<file path="src/rtl/uart_tx_buf_if.sv">
// rtl/uart_tx_buf_if.sv - byte write strobe and serializer req/ack bundle for uart_tx_buf
//
// Signals:
//   wr_en    host write strobe, one byte per cycle
//   wr_data  byte to enqueue
//   tx_req   frame request to the serializer, held until tx_ack
//   tx_data  frame byte, stable while tx_req is high
//   tx_ack   serializer one-cycle end-of-frame pulse
// Modports:
//   slave    the buffer side (uart_tx_buf)
//   master   the environment side (host writer plus serializer)

interface uart_tx_buf_if #(
    parameter int DATA_W = 8
);
    logic              wr_en;
    logic [DATA_W-1:0] wr_data;
    logic              tx_req;
    logic [DATA_W-1:0] tx_data;
    logic              tx_ack;

    modport slave (
        input  wr_en,
        input  wr_data,
        input  tx_ack,
        output tx_req,
        output tx_data
    );

    modport master (
        output wr_en,
        output wr_data,
        output tx_ack,
        input  tx_req,
        input  tx_data
    );
endinterface

</file>
<file path="src/rtl/uart_tx_buf.sv">
// rtl/uart_tx_buf.sv - transmit FIFO and frame sequencer feeding a UART serializer
//
// Ports:
//   i_clk         clock
//   i_reset_n     asynchronous active-low reset
//   i_flush       synchronous FIFO clear (an active frame is not aborted)
//   i_tx_enable   permit starting new frames
//   i_gap         extra idle cycles inserted after each frame
//   i_ovf_clr     clear the sticky overflow flag
//   o_full        FIFO holds 2**DEPTH_LOG2 entries
//   o_empty       FIFO holds no entries
//   o_level       current entry count
//   o_ovf         sticky: a write was dropped because the FIFO was full
//   o_busy        sequencer is not idle
//   bus           write strobe/data in, serializer req/data/ack (slave modport)

module uart_tx_buf #(
    parameter int DATA_W     = 8,
    parameter int DEPTH_LOG2 = 4
) (
    input  logic                  i_clk,
    input  logic                  i_reset_n,
    input  logic                  i_flush,
    input  logic                  i_tx_enable,
    input  logic [15:0]           i_gap,
    input  logic                  i_ovf_clr,
    output logic                  o_full,
    output logic                  o_empty,
    output logic [DEPTH_LOG2:0]   o_level,
    output logic                  o_ovf,
    output logic                  o_busy,
    uart_tx_buf_if.slave          bus
);

    localparam int                 DEPTH      = 1 << DEPTH_LOG2;
    localparam logic [DEPTH_LOG2:0] FULL_COUNT = (DEPTH_LOG2 + 1)'(DEPTH);

    typedef enum logic [1:0] {
        ST_IDLE = 2'd0,
        ST_SEND = 2'd1,
        ST_GAP  = 2'd2
    } state_t;

    state_t                  r_state;
    logic [DATA_W-1:0]       r_mem [DEPTH];
    logic [DEPTH_LOG2-1:0]   r_wr_ptr;
    logic [DEPTH_LOG2-1:0]   r_rd_ptr;
    logic [DEPTH_LOG2:0]     r_count;
    logic                    r_ovf;
    logic                    r_tx_req;
    logic [DATA_W-1:0]       r_tx_data;
    logic [15:0]             r_gap_cnt;

    logic                    w_full;
    logic                    w_empty;
    logic                    w_pop;
    logic                    w_wr_acc;
    logic                    w_ovf_set;

    // Status decodes come only from the count register, so the write strobe
    // never reaches the flags combinationally.
    assign w_full  = (r_count == FULL_COUNT);
    assign w_empty = (r_count == '0);

    // A pop needs a registered non-empty FIFO, so a write into an empty FIFO
    // can never pair with a pop. A flush cycle suppresses the pop so the
    // sequencer never starts a frame from an entry being discarded.
    assign w_pop = (r_state == ST_IDLE) && i_tx_enable && !w_empty && !i_flush;

    // When full, a same-cycle pop frees the slot the write lands in.
    assign w_wr_acc  = bus.wr_en && !i_flush && (!w_full || w_pop);
    assign w_ovf_set = bus.wr_en && !i_flush && w_full && !w_pop;

    // FIFO bookkeeping: pointers wrap naturally at DEPTH_LOG2 bits.
    always_ff @(posedge i_clk or negedge i_reset_n) begin
        if (!i_reset_n) begin
            r_wr_ptr <= '0;
            r_rd_ptr <= '0;
            r_count  <= '0;
            r_ovf    <= 1'b0;
        end else begin
            if (i_flush) begin
                r_wr_ptr <= '0;
                r_rd_ptr <= '0;
                r_count  <= '0;
            end else begin
                if (w_wr_acc) begin
                    r_wr_ptr <= r_wr_ptr + 1'b1;
                end
                if (w_pop) begin
                    r_rd_ptr <= r_rd_ptr + 1'b1;
                end
                case ({w_wr_acc, w_pop})
                    2'b10:   r_count <= r_count + 1'b1;
                    2'b01:   r_count <= r_count - 1'b1;
                    default: r_count <= r_count;
                endcase
            end

            // A new drop in the same cycle as a clear keeps the flag set.
            if (w_ovf_set) begin
                r_ovf <= 1'b1;
            end else if (i_ovf_clr) begin
                r_ovf <= 1'b0;
            end
        end
    end

    // Storage array has no reset; its contents are only meaningful behind
    // the pointers, which are reset.
    always_ff @(posedge i_clk) begin
        if (w_wr_acc) begin
            r_mem[r_wr_ptr] <= bus.wr_data;
        end
    end

    // Frame sequencer. tx_data is captured at pop time and frozen through
    // SEND, so a flush or later writes cannot disturb the frame on the wire.
    always_ff @(posedge i_clk or negedge i_reset_n) begin
        if (!i_reset_n) begin
            r_state   <= ST_IDLE;
            r_tx_req  <= 1'b0;
            r_tx_data <= '0;
            r_gap_cnt <= '0;
        end else begin
            case (r_state)
                ST_IDLE: begin
                    r_tx_req <= 1'b0;
                    if (w_pop) begin
                        r_tx_data <= r_mem[r_rd_ptr];
                        r_tx_req  <= 1'b1;
                        r_state   <= ST_SEND;
                    end
                end
                ST_SEND: begin
                    if (bus.tx_ack) begin
                        r_tx_req  <= 1'b0;
                        r_gap_cnt <= i_gap;
                        r_state   <= ST_GAP;
                    end
                end
                ST_GAP: begin
                    // GAP lasts i_gap+1 cycles, IDLE then adds one more, so
                    // req stays low for at least two cycles between frames.
                    r_tx_req <= 1'b0;
                    if (r_gap_cnt == '0) begin
                        r_state <= ST_IDLE;
                    end else begin
                        r_gap_cnt <= r_gap_cnt - 1'b1;
                    end
                end
                default: begin
                    r_state  <= ST_IDLE;
                    r_tx_req <= 1'b0;
                end
            endcase
        end
    end

    assign o_full      = w_full;
    assign o_empty     = w_empty;
    assign o_level     = r_count;
    assign o_ovf       = r_ovf;
    assign o_busy      = (r_state != ST_IDLE);
    assign bus.tx_req  = r_tx_req;
    assign bus.tx_data = r_tx_data;

endmodule

</file>
<file path="src/flat_wrapper.sv">
// flat-port wrapper written by rule: the top's interface ports become plain ports
module uart_tx_buf_flat 
#(
    parameter int DATA_W     = 8,
    parameter int DEPTH_LOG2 = 4
)
  (i_clk, i_reset_n, i_flush, i_tx_enable, i_gap, i_ovf_clr, o_full, o_empty, o_level, o_ovf, o_busy, bus_wr_en, bus_wr_data, bus_tx_ack, bus_tx_req, bus_tx_data);
  uart_tx_buf_if #(.DATA_W(DATA_W)) bus_i ();
  input  logic i_clk;
  input  logic i_reset_n;
  input  logic i_flush;
  input  logic i_tx_enable;
  input  logic [15:0] i_gap;
  input  logic i_ovf_clr;
  output logic o_full;
  output logic o_empty;
  output logic [DEPTH_LOG2:0] o_level;
  output logic o_ovf;
  output logic o_busy;
  input wire logic [$bits(bus_i.wr_en)-1:0] bus_wr_en;
  input wire logic [$bits(bus_i.wr_data)-1:0] bus_wr_data;
  input wire logic [$bits(bus_i.tx_ack)-1:0] bus_tx_ack;
  output wire logic [$bits(bus_i.tx_req)-1:0] bus_tx_req;
  output wire logic [$bits(bus_i.tx_data)-1:0] bus_tx_data;
  assign bus_i.wr_en = bus_wr_en;
  assign bus_i.wr_data = bus_wr_data;
  assign bus_i.tx_ack = bus_tx_ack;
  assign bus_tx_req = bus_i.tx_req;
  assign bus_tx_data = bus_i.tx_data;
  uart_tx_buf #(.DATA_W(DATA_W), .DEPTH_LOG2(DEPTH_LOG2)) u_core (.i_clk(i_clk), .i_reset_n(i_reset_n), .i_flush(i_flush), .i_tx_enable(i_tx_enable), .i_gap(i_gap), .i_ovf_clr(i_ovf_clr), .o_full(o_full), .o_empty(o_empty), .o_level(o_level), .o_ovf(o_ovf), .o_busy(o_busy), .bus(bus_i));
endmodule
</file>
<file path="config.mk">
export PLATFORM = sky130hd
export DESIGN_NAME = uart_tx_buf_flat
export DESIGN_NICKNAME = d
export VERILOG_FILES = /design/src/rtl/uart_tx_buf_if.sv /design/src/rtl/uart_tx_buf.sv /design/src/flat_wrapper.sv
export SDC_FILE = /design/constraint.sdc
export NUM_CORES = 1
export LEC_CHECK = 0
export CORE_MARGIN = 10
export CORE_UTILIZATION = 32
export DETAILED_ROUTE_END_ITERATION = 8
export GPL_TIMING_DRIVEN = 0
export PLACE_DENSITY_LB_ADDON = 0.25
export REMOVE_ABC_BUFFERS = 1
export SLEW_MARGIN = 25
export SYNTH_ARGS = -nofsm -noshare
export SYNTH_HDL_FRONTEND = slang
export SYNTH_SLANG_ARGS = --single-unit
</file>
<file path="constraint.sdc">
create_clock -name i_clk -period 3.73 [get_ports i_clk]
set_clock_uncertainty 0.2 [all_clocks]
set_input_delay 0.746 -clock i_clk [delete_from_list [all_inputs] [get_ports i_clk]]
set_output_delay 0.746 -clock i_clk [all_outputs]
set_load 0.005 [all_outputs]
</file>
== After elaboration in Yosys (flattened, before gate mapping) ==
Memories as Yosys holds them, arrays and structs flattened. A register that Yosys moved wholly into a read port is not among the register bits.
Cells that the tools add are included.
Storage, ports and cells
  register bits: 33
  bits in writable memories: 128
  input port bits: 31
  output and inout bits: 18
  logic and storage cells: 67
  memories: 1
Cells by class
  $add $sub $neg: 5
  equality and inequality tests: 9
  multiplexer cells: 20
  reduce and logical (&&, ||, !) cells: 25
Memories
  u_core.r_mem: depth 16, bits a word 8, read ports 1, clocked after Yosys merged registers in 1, write ports 1, line uart_tx_buf.sv:45  | logic [DATA_W-1:0] r_mem [DEPTH];
Operators with widths (count)
  $mux W16: 2
  $pmux W16 S2: 1
  $logic_not A16 Y1: 1
  $mux W4: 4
  $sub A16 B1 Y16 const B: 1
  $pmux W5 S2: 1
  $reduce_bool A2 Y1: 5
  $add A4 B1 Y4 const B: 2
  $logic_and A1 B1 Y1: 7
  $mux W1: 6
  $mux W2: 3
  $pmux W2 S3: 1
  $reduce_and A3 Y1: 2
  $add A5 B1 Y5 const B: 1
  $eq A5 B5 Y1 const B: 1
  $logic_not A1 Y1: 5
  $logic_not A5 Y1: 1
  $mux W5: 1
  $sub A5 B1 Y5 const B: 1
  $eq A2 B1 Y1 const B: 2
  $eq A2 B2 Y1 const B: 2
  $ne A2 B1 Y1 const B: 2
  $ne A2 B2 Y1 const B: 2
  $reduce_bool A3 Y1: 1
  4 further kinds: 4

== Longest topological paths before layout ==
Gate-level depths: netlist of the first run.
  depth in word-level cells: 9
  mapped depth: 10
  depth with buffers taken out: 10

== Least setup slack after synthesis of the first run ==
OpenSTA, ideal clock, no wires.
  path type: input port to flip-flop
  start point: input i_tx_enable
  end point: register u_core.r_count[4] (netlist: u_core.o_level[4])
  library setup time: 82 ps
  arrival: 2791 ps
  data required time: 3448 ps
  path slack: 657 ps
  cell stages on the path: 9
  buffers on the path: 0
  path through: nor3b_1 o21ai_0 or3_1 fa_1 nand2b_1 a21oi_1 nor3_1 or3_1 a31oi_1
On the way
  longest elaborated chain between the ends: 8
  elaborated cells on any way between the ends: 10
  those cells by class: 2 x eq/ne; 2 x mux; 6 x reduce/logical
RTL lines
  start: declaration: line flat_wrapper.sv:12  | input logic i_tx_enable;
  $logic_and A1 B1 Y1 * (3 in series): line uart_tx_buf.sv:68  | assign w_pop = (r_state == ST_IDLE) && i_tx_enable && !w_empty && !i_flush;
  $logic_or A1 B1 Y1: line uart_tx_buf.sv:71  | assign w_wr_acc = bus.wr_en && !i_flush && (!w_full || w_pop);
  $logic_and A1 B1 Y1: line uart_tx_buf.sv:71
  $eq A2 B1 Y1 / $eq A2 B2 Y1 (equally long branches): line uart_tx_buf.sv:93  | case ({w_wr_acc, w_pop})
  $pmux W5 S2: line uart_tx_buf.sv:93
  $mux W5: line uart_tx_buf.sv:82  | if (i_flush) begin
  end signal: assignment: line uart_tx_buf.sv:94  | 2'b10: r_count <= r_count + 1'b1;
  end signal: assignment: line uart_tx_buf.sv:95  | 2'b01: r_count <= r_count - 1'b1;
  end signal: assignment: line uart_tx_buf.sv:96  | default: r_count <= r_count;
  end: declaration: line uart_tx_buf.sv:48  | logic [DEPTH_LOG2:0] r_count;
Mark *: on every way between the ends. The rest lies on a longest branch, timed or not.
A chain may end at the register's enable or synchronous reset.

== Final worst setup path of the first run ==
Same ends and word-level chain as after synthesis.

==> results.sh, run 1 <==
export IMPL_ant_nets=0
export IMPL_design_area_sq_mm=0.00873
export IMPL_finalHoldViolations=0
export IMPL_antenna_found_initial=0
export IMPL_yosysSeqAreaShare_pct=66.8
export IMPL_cts_clk_slew_worst_paths_ns=0.08
export IMPL_r2r_end="u_core.o_level[4]$_DFFE_PN0P_"
export IMPL_die_w_um=171
export IMPL_fin_crit_sh_pct=94.2
export IMPL_insertion_delay_ns=0.44
export IMPL_ys_seq_elements=169
export IMPL_cp_end_kind="flop"
export IMPL_tritoncts="built"
export IMPL_status="finished clean"
export IMPL_irDropWorstVdd_mv=0.251
export IMPL_hold_path_class="in2async"
export IMPL_post_place_cells=780
export IMPL_cts_repair_resize_count=0
export IMPL_worst_pin_slew_ns=0.941
export IMPL_async_flop_share_pct=24.3
export IMPL_grt_usage_pct=11.2
export IMPL_crit_fanout=4
export IMPL_worstReg2RegStart="u_core.o_level[0]$_DFFE_PN0P_"
export IMPL_synth_ff_type="edfxtp_1"
export IMPL_cap_violations=0
export IMPL_yosys_area_top_type="edfxtp_1"
export IMPL_synth_top_area_share_pct=52.8
export IMPL_slew_violations=0
export IMPL_syn_avg_cell_area_sq_um=15.7
export IMPL_fmax_mhz=284
export IMPL_dieHeight_um=171
export IMPL_arrival_ns=3.65
export IMPL_power_leakage_nw=2.92
export IMPL_slew_headroom_pct=37.0
export IMPL_fin_crit_ns=3.52
export IMPL_holdBufCountCts=0
export IMPL_dr_pass1_iters=6
export IMPL_synth_area_leaders="edfxtp_1 (53%), dfrtp_1 (14%), mux4_2 (9.9%)"
export IMPL_drive_above_1_share_pct=19.4
export IMPL_vias=4104
export IMPL_reg2reg_depth=10
export IMPL_via_per_inst=5.05
export IMPL_synth_edf_count=128
export IMPL_ios=49
export IMPL_critPathLaunchType="input pin"
export IMPL_core_sq_mm=0.0225
export IMPL_layout_commonest_cell="edfxtp_1"
export IMPL_clock_root_buffer="clkbuf_16"
export IMPL_dieArea_sq_mm=0.0292
export IMPL_finalNonFillerCells=812
export IMPL_h_tree_depth=4
export IMPL_io_buffers=48
export IMPL_wl_mm=15.8
export IMPL_cp_required_ns=3.86
export IMPL_num_antenna_cells=0
export IMPL_rsz0062_at_grt="no"
export IMPL_row_count=55
export IMPL_nets=555
export IMPL_dp_hpwl_mm=10.5
export IMPL_critPathKind="in2reg"
export IMPL_grt_pass1_wl_mm=24.7
export IMPL_cts_sinks=169
export IMPL_drcViolationCount=0
export IMPL_reg2reg_slack_ns=0.41
export IMPL_place_area_sq_mm=0.00813
export IMPL_overflow=0
export IMPL_synth_cells=463
export IMPL_gp_congestion=0.796
export IMPL_drt_iter0_drc=304
export IMPL_initial_core_util_pct=32.4
export IMPL_grt_max_degree=25
export IMPL_syn_area_sq_mm=0.00728
export IMPL_layout_common_cells="edfxtp_1 (128), clkdlybuf4s50_1 (47), dfrtp_1 (38)"
export IMPL_power_density_mw_per_mm2=614
export IMPL_area_growth_pct=19.8
export IMPL_fillers=2068
export IMPL_ys_warn_count=0
export IMPL_avgRoutedWirePerCell_um=19.4
export IMPL_clockBufferDepth=2
export IMPL_cts_setup_buffers=0
export IMPL_grt_pass1_vias=4308
export IMPL_yosysUniqueCellTypes=62
export IMPL_setup_violations_final=0
export IMPL_numCtsBuffers=17
## per-layer routing
layer / up-vias / wire length [um] / global-route usage (%)
met4: 0 / 79 / 2.84
li1: 1908 / - / -
met3: 4 / 953 / 3.82
met5: - / 0 / 0
met1: 2110 / 7180 / 14.8
met2: 82 / 7550 / 17.3
## Yosys cell counts (4+ instances only)
cell type  instances
xor2_1             6
and2_1             9
dfrtp_1           41
ha_1               9
o221ai_1           8
nand2b_1           5
nand2_1           28
a21oi_1           18
nor3_1             9
or3_1              4
mux4_2            32
nor4_1             4
nand3_1            5
mux2i_1           16
buf_2              4
inv_1             16
edfxtp_1         128
nor2_1            27
o22ai_1            5
o21ai_0           14
mux2_2             5
clkbuf_1          15
## through the flow
stage,TNS [ns],worst slack (ns),utilization [%],hold slack (ns),power (W)
after floorplan,0,0.657,-,0.250,0.00317
after global placement,-22.95,-0.558,35.6,0.273,0.00361
after detailed placement,-9.75,-0.207,36.1,0.279,0.00366
after CTS,0,0.245,38.8,0.0772,0.00542
after global routing,0,0.0347,38.8,0.0856,0.00566
final,0,0.215,38.8,0.0799,0.00536
## logic make-up (layout without fill, tap and decap cells)
group                    after synthesis  after routing  synth area share [%]
multiplexers                          53             53                  12.9
adder cells (fa/ha/maj)               10             10                  1.82
flip-flops                           169            169                  66.8
XOR/XNOR                               7              7                 0.842
AND/OR/NAND/NOR                      114            114                  8.35
AO/OA/AOI/OAI                         71             71                  6.87
buffers and inverters                 39            103                  2.40
## layout make-up
class	instances	area, sq um	area share (%)
Tap cell	285	357	4.09
Clock inverter	15	175	2.01
Timing Repair Buffer	54	566	6.48
Clock buffer	17	425	4.87
Multi-Input combinational cell	255	2260	25.9
Inverter	17	66.3	0.760
Sequential cell	169	4880	55.9
## flip-flops by register name, summed over array words and instances (netlist names)
signal / flops
u_core.r_rd_ptr: 4
u_core.r_state: 2
u_core.bus.tx_data: 8
u_core.o_ovf: 1
u_core.o_level: 5
u_core.r_mem: 128
u_core.bus.tx_req: 1
u_core.r_gap_cnt: 16
u_core.r_wr_ptr: 4
## critical path, cell delays in order
cell,delay [ns]
clkdlybuf4s50_1,0.47
nor3b_1,0.35
o21ai_0,0.29
or3_1,0.41
fa_1,0.41
nand2b_1,0.16
a21oi_1,0.25
nor3_1,0.08
or3_1,0.32
a31oi_1,0.17
## report_power, final
group | internal, W | total (W) | switching, W
Clock | 0.000905 | 0.00174 | 0.000834
Sequential | 0.00221 | 0.00244 | 0.000232
Combinational | 0.000574 | 0.00118 | 0.000607
Total | 0.00369 | 0.00536 | 0.00167
## how the worst max path moves through the flow
stage / from / to / slack (ns)
2_1_floorplan: i_tx_enable / u_core.o_level[4]$_DFFE_PN0P_ / 0.66
3_3_place_gp: i_flush / u_core.r_mem[7][3]$_DFFE_PP_ / -0.56
3_5_place_dp: i_flush / u_core.r_mem[9][1]$_DFFE_PP_ / -0.21
4_1_cts: i_tx_enable / u_core.o_level[4]$_DFFE_PN0P_ / 0.25
5_1_grt: i_flush / u_core.r_mem[9][4]$_DFFE_PP_ / 0.03
6_report: i_tx_enable / u_core.o_level[4]$_DFFE_PN0P_ / 0.21
Note: power is estimated with default switching activity, not from simulation.
==> inputs of run 2 (changes only) <==
--- a/config.mk
+++ b/config.mk
@@ -10,6 +10,7 @@
 export DETAILED_ROUTE_END_ITERATION = 8
 export GPL_TIMING_DRIVEN = 0
 export PLACE_DENSITY_LB_ADDON = 0.25
+export RECOVER_POWER = 25
 export REMOVE_ABC_BUFFERS = 1
 export SLEW_MARGIN = 25
 export SYNTH_ARGS = -nofsm -noshare
==> constraint.sdc (replaced) <==
create_clock -name i_clk -period 4.2 [get_ports i_clk]
set_clock_uncertainty 0.2 [all_clocks]
set_input_delay 0.84 -clock i_clk [delete_from_list [all_inputs] [get_ports i_clk]]
set_output_delay 0.84 -clock i_clk [all_outputs]
set_load 0.005 [all_outputs]
==> run 2 against run 1 <==
Die area unchanged. Clock power decreased by 11%. First-iteration DRC count decreased by 0.66%. Wire length decreased by 0.18%. Critical path depth unchanged. Sequential power decreased by 11%. Sequential share of layout area increased by 0.11 points. Register-to-register slack improved by 0.48 ns. Via count increased by 0.90%. Power decreased by 11%.
==> results.sh, run 2 (synthesis gave the netlist of run 1 again) <==
export IMPL_status="finished clean"
export IMPL_p_int_w=0.00327
export IMPL_hold_path_class="reg2reg"
export IMPL_r2r_end="u_core.o_level[4]$_DFFE_PN0P_"
export IMPL_arrival_ns=3.74
export IMPL_crit_fanout=4
export IMPL_rsz0062_at_grt="no"
export IMPL_comb_power_share_pct=22.0
export IMPL_dieArea_sq_mm=0.0292
export IMPL_h_tree_depth=4
export IMPL_holdBufCountCts=0
export IMPL_vias=4141
export IMPL_tritoncts="built"
export IMPL_grt_max_degree=25
export IMPL_setup_violations_final=0
export IMPL_gp_congestion=0.796
export IMPL_layout_common_cells="edfxtp_1 (128), clkdlybuf4s50_1 (43), dfrtp_1 (38)"
export IMPL_route_met2_wl_mm=7.43
export IMPL_route_met3_wl_um=863
export IMPL_met1Wirelength_mm=7.25
export IMPL_reg2reg_depth=10
export IMPL_worstReg2RegStart="u_core.o_level[0]$_DFFE_PN0P_"
export IMPL_clockBufferDepth=2
export IMPL_cp_end_kind="flop"
export IMPL_nets=555
export IMPL_fillers=2070
export IMPL_min_from="u_core.r_gap_cnt[9]$_DFFE_PN0P_"
export IMPL_grt_usage_pct=11.2
export IMPL_slew_violations=0
export IMPL_critPathLaunchType="input pin"
export IMPL_insertion_delay_ns=0.43
export IMPL_clkPwrFrac_pct=32.5
export IMPL_reg2reg_slack_ns=0.89
export IMPL_place_area_sq_mm=0.00813
export IMPL_setup_ws_ns=0.598
export IMPL_initial_core_util_pct=32.4
export IMPL_cap_violations=0
export IMPL_worst_pin_slew_ns=1.36
export IMPL_drcViolationCount=0
export IMPL_dpl_worst_slack_ns=0.169
export IMPL_area_growth_pct=19.6
export IMPL_critPathKind="in2reg"
export IMPL_fin_crit_sh_pct=85.8
export IMPL_num_antenna_cells=0
export IMPL_fin_crit_ns=3.60
export IMPL_dieHeight_um=171
export IMPL_power_leakage_nw=2.91
export IMPL_power_density_mw_per_mm2=547
export IMPL_cts_sinks=169
export IMPL_setup_tns_ns=0
export IMPL_ios=49
export IMPL_largest_register="u_core.r_mem"
export IMPL_largest_register_ffs=128
export IMPL_grt_pass1_wl_mm=24.7
export IMPL_irDropWorstVdd_mv=0.228
export IMPL_core_sq_mm=0.0225
export IMPL_clock_root_buffer="clkbuf_16"
export IMPL_fmax_mhz=278
export IMPL_drt_iter0_drc=302
export IMPL_dr_max_layer_used="met5"
export IMPL_avgRoutedWirePerCell_um=19.4
export IMPL_swShare_pct=31.3
export IMPL_dp_hpwl_mm=10.5
export IMPL_via_per_inst=5.10
export IMPL_design_area_sq_mm=0.00871
export IMPL_cts_setup_buffers=0
export IMPL_die_w_um=171
export IMPL_drive_above_1_share_pct=19.0
export IMPL_seqPwrFrac_pct=45.5
export IMPL_ant_nets=0
export IMPL_whs_path_depth=1
export IMPL_dr_pass1_iters=4
export IMPL_cts_repair_resize_count=0
export IMPL_wl_mm=15.7
export IMPL_layout_commonest_cell="edfxtp_1"
export IMPL_final_util_pct=38.7
export IMPL_cts_clk_slew_worst_paths_ns=0.07
export IMPL_overflow=0
export IMPL_hold_end="u_core.r_gap_cnt[9]$_DFFE_PN0P_"
export IMPL_grt_pass1_vias=4308
export IMPL_p_total_w=0.00476
export IMPL_antenna_found_initial=1
export IMPL_row_count=55
export IMPL_slew_headroom_pct=9.33
export IMPL_p_sw_w=0.00149
export IMPL_cp_required_ns=4.33
export IMPL_finalHoldViolations=0
export IMPL_io_buffers=48
export IMPL_numCtsBuffers=17
[run 2: changes by cell type in the layout (fill, tap and decap cells not counted)]
| cell | previous run | this run |
|---|---|---|
| buf_12 | 2 | 1 |
| clkdlybuf4s50_1 | 47 | 43 |
| buf_2 | 1 | 0 |
| clkbuf_1 | 0 | 2 |
| dlygate4sd3_1 | 0 | 4 |
[run 2: power groups by stage]
| stage | Sequential [W] | Clock [W] | Combinational, W |
|---|---|---|---|
| 3_3_place_gp | 0.00221 | 0 | 0.000993 |
| 6_report | 0.00217 | 0.00155 | 0.00105 |
| 2_1_floorplan | 0.00215 | 0 | 0.000661 |
| 4_1_cts | 0.00217 | 0.00158 | 0.00106 |
| 5_1_grt | 0.00219 | 0.00167 | 0.00116 |
| 3_5_place_dp | 0.00220 | 0 | 0.00105 |
[run 2: worst max path at each step]
stage / startpoint / end / depth (start not counted)
2_1_floorplan: i_tx_enable / u_core.o_level[4]$_DFFE_PN0P_ / 9
3_3_place_gp: i_flush / u_core.r_mem[7][3]$_DFFE_PP_ / 5
3_5_place_dp: i_flush / u_core.r_mem[9][1]$_DFFE_PP_ / 5
4_1_cts: i_tx_enable / u_core.o_level[4]$_DFFE_PN0P_ / 10
5_1_grt: i_flush / u_core.r_mem[9][4]$_DFFE_PP_ / 5
6_report: i_tx_enable / u_core.o_level[4]$_DFFE_PN0P_ / 10
[run 2: through the flow]
stage / std cells / hold slack (ns)
after CTS: 812 / 0.171
after global routing: 812 / 0.300
after detailed placement: 780 / 0.279
after global placement: 774 / 0.273
after floorplan: 441 / 0.257
final: 812 / 0.293
[run 2: cell type report]
cell class | instances | area (sq um) | share of cell area [%]
sequential | 169 | 4880 | 56.0
tap | 285 | 357 | 4.09
inverter | 17 | 66.3 | 0.761
multi-input combinational | 255 | 2260 | 26.0
clock inverter | 15 | 175 | 2.01
timing repair buffer | 54 | 548 | 6.29
clock buffer | 17 | 425 | 4.88
[run 2: worst max-delay path: stages]
cell	delay, ns
clkdlybuf4s50_1	0.47
nor3b_1	0.35
o21ai_0	0.29
or3_1	0.41
fa_1	0.41
nand2b_1	0.16
a21oi_1	0.25
nor3_1	0.07
or3_1	0.32
a31oi_1	0.17
[run 2: per-layer routing]
metal	GRT usage (%)	vias up
li1	-	1908
met3	3.82	15
met1	14.8	2127
met2	17.3	89
met4	2.84	2
met5	0	-
==> inputs of run 3 (changes only) <==
--- a/config.mk
+++ b/config.mk
@@ -7,6 +7,7 @@
 export LEC_CHECK = 0
 export CORE_MARGIN = 10
 export CORE_UTILIZATION = 32
+export CTS_CLUSTER_DIAMETER = 40
 export DETAILED_ROUTE_END_ITERATION = 8
 export GPL_TIMING_DRIVEN = 0
 export PLACE_DENSITY_LB_ADDON = 0.25
==> results of run 3 <==
Same layout as run 2: the final DEF is identical, and so are final timing and power.
